`config.mk`:
```
export PLATFORM = sky130hd
export DESIGN_NAME = mdu_iter
export DESIGN_NICKNAME = d
export VERILOG_FILES = /design/src/rtl/mdu_pkg.sv /design/src/rtl/mdu_div_core.sv /design/src/rtl/mdu_iter.sv
export SDC_FILE = /design/constraint.sdc
export NUM_CORES = 2
export LEC_CHECK = 0
export ABC_AREA = 1
export BUFFER_PORTS_ARGS = -buffer_cell sky130_fd_sc_hd__buf_2
export CORE_MARGIN = 2
export CORE_UTILIZATION = 50
export CTS_BUF_LIST = sky130_fd_sc_hd__clkbuf_4 sky130_fd_sc_hd__clkbuf_8 sky130_fd_sc_hd__clkbuf_16
export CTS_CLUSTER_SIZE = 16
export DETAILED_ROUTE_END_ITERATION = 12
export GPL_TIMING_DRIVEN = 0
export PLACE_DENSITY = 0.68
export SYNTH_ARGS = -nofsm -noshare
export SYNTH_HDL_FRONTEND = slang
export SYNTH_SLANG_ARGS = --single-unit
```
`constraint.sdc`:
```
create_clock -name clk -period 23.8 [get_ports clk]
set_input_delay 1.19 -clock clk [delete_from_list [all_inputs] [get_ports clk]]
set_output_delay 1.19 -clock clk [all_outputs]
set_load 0.03 [all_outputs]
```
`src/rtl/mdu_pkg.sv`:
```
// Shared types and opcode helpers for the iterative multiply/divide unit.
// Opcode encodings are fixed because issue logic drives them as raw 4-bit codes.
package mdu_pkg;

    typedef enum logic [3:0] {
        MDU_NOP = 4'd0,
        MULT    = 4'd1,
        MULTU   = 4'd2,
        MADD    = 4'd3,
        MADDU   = 4'd4,
        MSUB    = 4'd5,
        MSUBU   = 4'd6,
        MUL     = 4'd7,
        DIV     = 4'd8,
        DIVU    = 4'd9
    } mdu_op_t;

    typedef enum logic [1:0] {
        IDLE     = 2'd0,
        MUL_BUSY = 2'd1,
        DIV_BUSY = 2'd2,
        DONE     = 2'd3
    } mdu_state_t;

    function automatic logic is_signed(input mdu_op_t op);
        return (op == MULT) || (op == MADD) || (op == MSUB) || (op == MUL) || (op == DIV);
    endfunction

    function automatic logic is_mul_op(input mdu_op_t op);
        return (op == MULT) || (op == MULTU) || (op == MADD) || (op == MADDU) ||
               (op == MSUB) || (op == MSUBU) || (op == MUL);
    endfunction

    function automatic logic is_div_op(input mdu_op_t op);
        return (op == DIV) || (op == DIVU);
    endfunction

endpackage

```
`src/rtl/mdu_div_core.sv`:
```
// Radix-2 restoring divider on unsigned magnitudes, one quotient bit per cycle.
// Dividend bits shift out of the top of r_quo while quotient bits shift in at the bottom.
module mdu_div_core #(
    parameter int XLEN      = 32,
    parameter bit EARLY_OUT = 1'b0
) (
    input  logic            clk,
    input  logic            rst,
    input  logic            i_start,
    input  logic            i_cancel,
    input  logic [XLEN-1:0] i_dividend,
    input  logic [XLEN-1:0] i_divisor,
    output logic            o_done,
    output logic [XLEN-1:0] o_quot,
    output logic [XLEN-1:0] o_rem
);
    localparam int CW = $clog2(XLEN + 1);

    logic            r_busy;
    logic            r_done;
    logic [CW-1:0]   r_cnt;
    logic [XLEN-1:0] r_quo;
    logic [XLEN-1:0] r_rem;
    logic [XLEN-1:0] r_div;

    logic [CW-1:0]   w_lzc;
    logic [CW-1:0]   w_iters;
    logic [CW-1:0]   w_shift;
    logic [XLEN:0]   w_rem_sh;
    logic [XLEN:0]   w_diff;
    logic            w_ge;

    always_comb begin
        w_lzc = CW'(XLEN);
        for (int i = 0; i < XLEN; i++) begin
            if (i_dividend[i]) w_lzc = CW'(XLEN - 1 - i);
        end
        if (EARLY_OUT) begin
            w_iters = (w_lzc == CW'(XLEN)) ? CW'(1) : CW'(XLEN) - w_lzc;
        end else begin
            w_iters = CW'(XLEN);
        end
        w_shift = CW'(XLEN) - w_iters;
    end

    // remainder < divisor always holds, so the XLEN+1 bit difference sign is the borrow
    assign w_rem_sh = {r_rem, r_quo[XLEN-1]};
    assign w_diff   = w_rem_sh - {1'b0, r_div};
    assign w_ge     = ~w_diff[XLEN];

    always_ff @(posedge clk) begin
        if (rst || i_cancel) begin
            r_busy <= 1'b0;
            r_done <= 1'b0;
            r_cnt  <= '0;
            r_quo  <= '0;
            r_rem  <= '0;
            r_div  <= '0;
        end else begin
            r_done <= 1'b0;
            if (i_start) begin
                r_busy <= 1'b1;
                r_cnt  <= w_iters;
                r_quo  <= i_dividend << w_shift;
                r_rem  <= '0;
                r_div  <= i_divisor;
            end else if (r_busy) begin
                r_quo <= {r_quo[XLEN-2:0], w_ge};
                r_rem <= w_ge ? w_diff[XLEN-1:0] : w_rem_sh[XLEN-1:0];
                r_cnt <= r_cnt - CW'(1);
                if (r_cnt == CW'(1)) begin
                    r_busy <= 1'b0;
                    r_done <= 1'b1;
                end
            end
        end
    end

    assign o_done = r_done;
    assign o_quot = r_quo;
    assign o_rem  = r_rem;

endmodule

```
`src/rtl/mdu_iter.sv`:
```
// Multiply/divide unit: pipelined multiplier with MADD/MSUB accumulate and an
// iterative divider, one op in flight, single-cycle HILO (and GPR for MUL) commit.
module mdu_iter
    import mdu_pkg::*;
#(
    parameter int XLEN          = 32,
    parameter int MUL_STAGES    = 3,
    parameter bit DIV_EARLY_OUT = 1'b0
) (
    input  logic              clk,
    input  logic              rst,
    input  logic              flush_i,
    input  logic              req_valid,
    output logic              req_ready,
    input  logic [3:0]        req_op,
    input  logic [XLEN-1:0]   src_a,
    input  logic [XLEN-1:0]   src_b,
    input  logic [2*XLEN-1:0] src_hilo,
    output logic              busy_o,
    output logic              hilo_wen,
    output logic [2*XLEN-1:0] hilo_result,
    output logic              gpr_wen,
    output logic [XLEN-1:0]   gpr_result
);
    localparam int HW = 2 * XLEN;

    mdu_state_t                    r_state;
    mdu_op_t                       r_op;
    logic [XLEN-1:0]               r_a;
    logic [XLEN-1:0]               r_b;
    logic [HW-1:0]                 r_hilo;
    logic [HW-1:0]                 r_hilo_result;
    logic [XLEN-1:0]               r_gpr_result;
    logic                          r_hilo_wen;
    logic                          r_gpr_wen;
    logic [MUL_STAGES:1]           r_vld_pipe;
    logic [MUL_STAGES-1:0][HW-1:0] r_prod;

    mdu_op_t         w_op;
    logic            w_sg;
    logic            w_accept;
    logic            w_mul_go;
    logic            w_div_go;
    logic [HW-1:0]   w_ma;
    logic [HW-1:0]   w_mb;
    logic [HW-1:0]   w_prod;
    logic [HW-1:0]   w_mul_res;
    logic [XLEN-1:0] w_mag_a;
    logic [XLEN-1:0] w_mag_b;
    logic            w_div_done;
    logic [XLEN-1:0] w_quot;
    logic [XLEN-1:0] w_rem;
    logic            w_a_neg;
    logic            w_b_neg;
    logic [HW-1:0]   w_div_res;

    assign w_op     = mdu_op_t'(req_op);
    assign w_sg     = is_signed(w_op);
    assign w_accept = (r_state == IDLE) && req_valid && !flush_i &&
                      (is_mul_op(w_op) || is_div_op(w_op));
    assign w_mul_go = w_accept && is_mul_op(w_op);
    assign w_div_go = w_accept && is_div_op(w_op);

    // Operands are extended to the full product width so the low 2*XLEN bits
    // of an unsigned multiply give the right answer for signed ops too.
    assign w_ma   = {{XLEN{w_sg & src_a[XLEN-1]}}, src_a};
    assign w_mb   = {{XLEN{w_sg & src_b[XLEN-1]}}, src_b};
    assign w_prod = w_ma * w_mb;

    always_comb begin
        w_mul_res = r_prod[MUL_STAGES-1];
        case (r_op)
            MADD, MADDU: w_mul_res = r_hilo + r_prod[MUL_STAGES-1];
            MSUB, MSUBU: w_mul_res = r_hilo - r_prod[MUL_STAGES-1];
            default:     w_mul_res = r_prod[MUL_STAGES-1];
        endcase
    end

    always_ff @(posedge clk) begin
        if (rst) begin
            r_vld_pipe <= '0;
            r_prod     <= '0;
        end else begin
            r_prod[0]     <= w_prod;
            r_vld_pipe[1] <= w_mul_go;
            for (int k = 1; k < MUL_STAGES; k++) begin
                r_prod[k]       <= r_prod[k-1];
                r_vld_pipe[k+1] <= r_vld_pipe[k];
            end
            if (flush_i) r_vld_pipe <= '0;
        end
    end

    assign w_mag_a = (w_sg && src_a[XLEN-1]) ? -src_a : src_a;
    assign w_mag_b = (w_sg && src_b[XLEN-1]) ? -src_b : src_b;

    mdu_div_core #(
        .XLEN      (XLEN),
        .EARLY_OUT (DIV_EARLY_OUT)
    ) u_div (
        .clk        (clk),
        .rst        (rst),
        .i_start    (w_div_go),
        .i_cancel   (flush_i),
        .i_dividend (w_mag_a),
        .i_divisor  (w_mag_b),
        .o_done     (w_div_done),
        .o_quot     (w_quot),
        .o_rem      (w_rem)
    );

    // Divide by zero is forced here: the core's magnitude answer would be
    // sign-corrected into something other than all-ones / dividend.
    assign w_a_neg = is_signed(r_op) & r_a[XLEN-1];
    assign w_b_neg = is_signed(r_op) & r_b[XLEN-1];

    always_comb begin
        if (r_b == '0) begin
            w_div_res = {r_a, {XLEN{1'b1}}};
        end else begin
            w_div_res = {(w_a_neg ? -w_rem : w_rem),
                         ((w_a_neg ^ w_b_neg) ? -w_quot : w_quot)};
        end
    end

    always_ff @(posedge clk) begin
        if (rst) begin
            r_state       <= IDLE;
            r_op          <= MDU_NOP;
            r_a           <= '0;
            r_b           <= '0;
            r_hilo        <= '0;
            r_hilo_result <= '0;
            r_gpr_result  <= '0;
            r_hilo_wen    <= 1'b0;
            r_gpr_wen     <= 1'b0;
        end else begin
            r_hilo_wen <= 1'b0;
            r_gpr_wen  <= 1'b0;
            if (flush_i) begin
                r_state <= IDLE;
            end else begin
                case (r_state)
                    IDLE: begin
                        if (w_accept) begin
                            r_op    <= w_op;
                            r_a     <= src_a;
                            r_b     <= src_b;
                            r_hilo  <= src_hilo;
                            r_state <= is_mul_op(w_op) ? MUL_BUSY : DIV_BUSY;
                        end
                    end
                    MUL_BUSY: begin
                        if (r_vld_pipe[MUL_STAGES]) begin
                            r_hilo_result <= w_mul_res;
                            r_hilo_wen    <= 1'b1;
                            if (r_op == MUL) begin
                                r_gpr_result <= r_prod[MUL_STAGES-1][XLEN-1:0];
                                r_gpr_wen    <= 1'b1;
                            end
                            r_state <= DONE;
                        end
                    end
                    DIV_BUSY: begin
                        if (w_div_done) begin
                            r_hilo_result <= w_div_res;
                            r_hilo_wen    <= 1'b1;
                            r_state       <= DONE;
                        end
                    end
                    default: r_state <= IDLE;
                endcase
            end
        end
    end

    assign req_ready   = (r_state == IDLE);
    assign busy_o      = (r_state != IDLE) || w_accept;
    assign hilo_wen    = r_hilo_wen & ~flush_i;
    assign gpr_wen     = r_gpr_wen & ~flush_i;
    assign hilo_result = r_hilo_result;
    assign gpr_result  = r_gpr_result;

endmodule
```
==> reports/summary.txt <==
status - finished with violations
violated checks - capacitance limit, slew limit
CTS sink count - 531
WP data arrival - 11.38 ns
Synth area leaders - fa_1 31%, dfxtp_1 15%, nand2_1 14%
PostCTS Resize Cnt - 0
Netlist cell types - 56
die area - 0.148 mm²
Worst R2R Start - r_prod[129]
sequential share of the synthesized area - 0.147
endpoints failing setup - 0
CTS tree - yes
worst reg2reg setup slack - 18.47 ns
Max Buffers Root-to-Sink - 3
Synth Flop Type - dfxtp_1
startpoint types - input pin
Req. time, crit path - 24.41 ns
CTS buffer count - 58
first-pass GRT wire length - 447 mm
Reg-to-Reg End - hilo_result[62]
Least-Margin Pin Slew - 1.59 ns
vias in the first global route - 67400
Pre-antenna DRT Iters - 7
Fmax - 0.0929 GHz
vias - 69000
placement row count - 139
Worst Hold Depth - 2
Synth Instances - 10300
Routed Antenna Nets - 0
Reg2Reg Depth - 21
# H-tree levels - 2
Post-Route WL - 309 mm
slowest stage delay, CP - 1.24 ns
top cell type's share of synthesized area - 0.312
worst hold-check path type - flip-flop to flip-flop
largest net degree at the start of global routing - 25
DR DRC count - 0
CP max stage cell - fa_1
fin crit share - 0.452
io pins - 236
Initial Util - 0.503
post-detail-place hpwl - 264 mm
Clock Latency Late Sink - 0.72 ns
min Tclk post-route - 10.77 ns
syn_area_per_cell - 7.03 µm²
share of cells above drive strength 1 - 0.0399
CP max FO - 14
Congestion Overflow GR - 0
final net count - 12100
Die X - 384 µm
Final GP Congestion - 1.09
initial antenna violation count - 18
most frequent cell after synthesis - nand2_1
Final Skew - 0.0758 ns
# fillers - 14600
Fin Setup TNS - 0 ns
Yosys top cell by area - fa_1
Post-Syn Nets - 11900
routed length per instance - 24.8 µm
CORE AREA - 0.143 mm²
Reg area - 0.0106 mm²
Area Growth Syn to Fin - 7.44%
asr flop ratio synth - 0
Hold-fix buffers, CTS - 0
Multi-input gate area - 0.0506 mm²
Slew Limit Fails - 70
die height - 384 µm
Hold Crit Start - r_prod[24]
register bit total from synthesis - 531
WS Path Type - input pin to flip-flop
MaxCap Viol Count - 9
Synth top cells by count - 2627 x nand2_1, 2433 x inv_1, 1127 x fa_1, 793 x nor2_1, 602 x a21oi_1
EDFF count, synth - 0
I/O Buffers - 175
initial DRC count - 7915
end of the worst hold path - r_prod[88]
Synth Warn # - 0
clock slew seen by the registers of the worst setup and hold paths - 0.07 ns
post-CTS setup buffer count - 0
total track usage - 0.418
Crit path top cell by count - fa_1
CTS Root Cell - clkbuf_16
Critical Path Sink Type - flip-flop
RSZ-0062 raised after global routing - false
slew margin rel. - -0.0629
synthesized area - 0.0722 mm²
post-DR vias/cell - 5.54
final count of hold timing violations - 0
## cell families after synthesis
kind of cell,share of synthesized area
fa+ha+maj,0.367
simple gates,0.225
compound gates,0.0887
flops,0.147
xor+xnor,0.0195
buf+inv,0.152
## placed cells by master (no fill, tap or decap), types with 8 or more instances in the layout
master	count
o21ai_0	409
dfxtp_1	531
inv_2	20
xor2_1	125
o21a_1	22
a31oi_1	21
nor2_2	11
nor3_1	54
nand3b_1	14
clkbuf_8	13
inv_1	2433
nand4_1	88
o22ai_1	22
nand3_2	13
a21o_1	17
nand3_1	371
clkbuf_1	277
xnor2_1	36
and3_1	13
nand2_2	12
nor4_1	12
o21ai_1	22
clkbuf_16	58
nand2_1	2627
o21bai_1	27
clkbuf_4	8
buf_2	220
ha_1	318
buf_1	115
a21oi_1	602
fa_1	1127
nor2_1	793
o211ai_1	26
## worst max-delay path: cells and delay by family
| kind | cells | cell delay (ns) |
|---|---|---|
| fa+ha+maj | 9 | 5.79 |
| buf+inv | 7 | 2.18 |
| simple gates | 12 | 2.19 |
## worst max-delay path by stage
stage          cells after the start  slack, ns          to      start
5_1_grt                           28      12.74  r_prod[52]  req_op[1]
3_3_place_gp                      28      12.59  r_prod[52]  req_op[1]
6_report                          28      13.03  r_prod[52]  req_op[1]
4_1_cts                           28      13.26  r_prod[52]  req_op[1]
3_5_place_dp                      28      12.57  r_prod[52]  req_op[1]
2_1_floorplan                     28      15.42  r_prod[63]  src_a[31]
## sequential cells by signal, indices dropped and copies added (netlist names), 2 cells and up
signal        flops
r_a              32
hilo_result      64
r_state           2
u_div.r_div      32
u_div.o_quot     32
u_div.r_cnt       6
u_div.o_rem      32
r_op              4
gpr_result       32
r_b              32
r_hilo           64
r_vld_pipe        3
r_prod          192
## through the flow
| stage | util | area [µm²] | instances | setup slack, ns | hold slack [ns] |
|---|---|---|---|---|---|
| final | 0.541 | 77600 | 12500 | 13.03 | 0.398 |
| after global routing | 0.541 | 77600 | 12500 | 12.74 | 0.411 |
| after CTS | 0.541 | 77600 | 12500 | 13.26 | 0.401 |
| after detailed placement | 0.526 | 75500 | 12400 | 12.57 | 0.395 |
| after global placement | 0.526 | 75500 | 12400 | 12.59 | 0.392 |
| after floorplan | - | 72200 | 10300 | 15.42 | 0.388 |
## cell type report
| cell class | instances | share of cell area |
|---|---|---|
| Antenna cell | 5 | 0.000161 |
| Buffer | 445 | 0.0227 |
| Clock buffer | 79 | 0.0218 |
| Clock inverter | 28 | 0.00514 |
| Inverter | 2455 | 0.119 |
| Multi-Input combinational cell | 6841 | 0.652 |
| Sequential cell | 531 | 0.137 |
| Tap cell | 1903 | 0.0307 |
| Timing Repair Buffer | 176 | 0.0115 |
## metal layers
layer | up-vias | share of wire | track usage
met5 | - | 0.00022 | 0
met4 | 10 | 0.075 | 0.259
met3 | 735 | 0.11 | 0.0888
met2 | 3777 | 0.43 | 0.641
met1 | 33600 | 0.38 | 0.539
li1 | 31000 | - | -
Power is not shown: default switching activity piles up to over one toggle a cycle in this logic, so the estimate is an artifact.
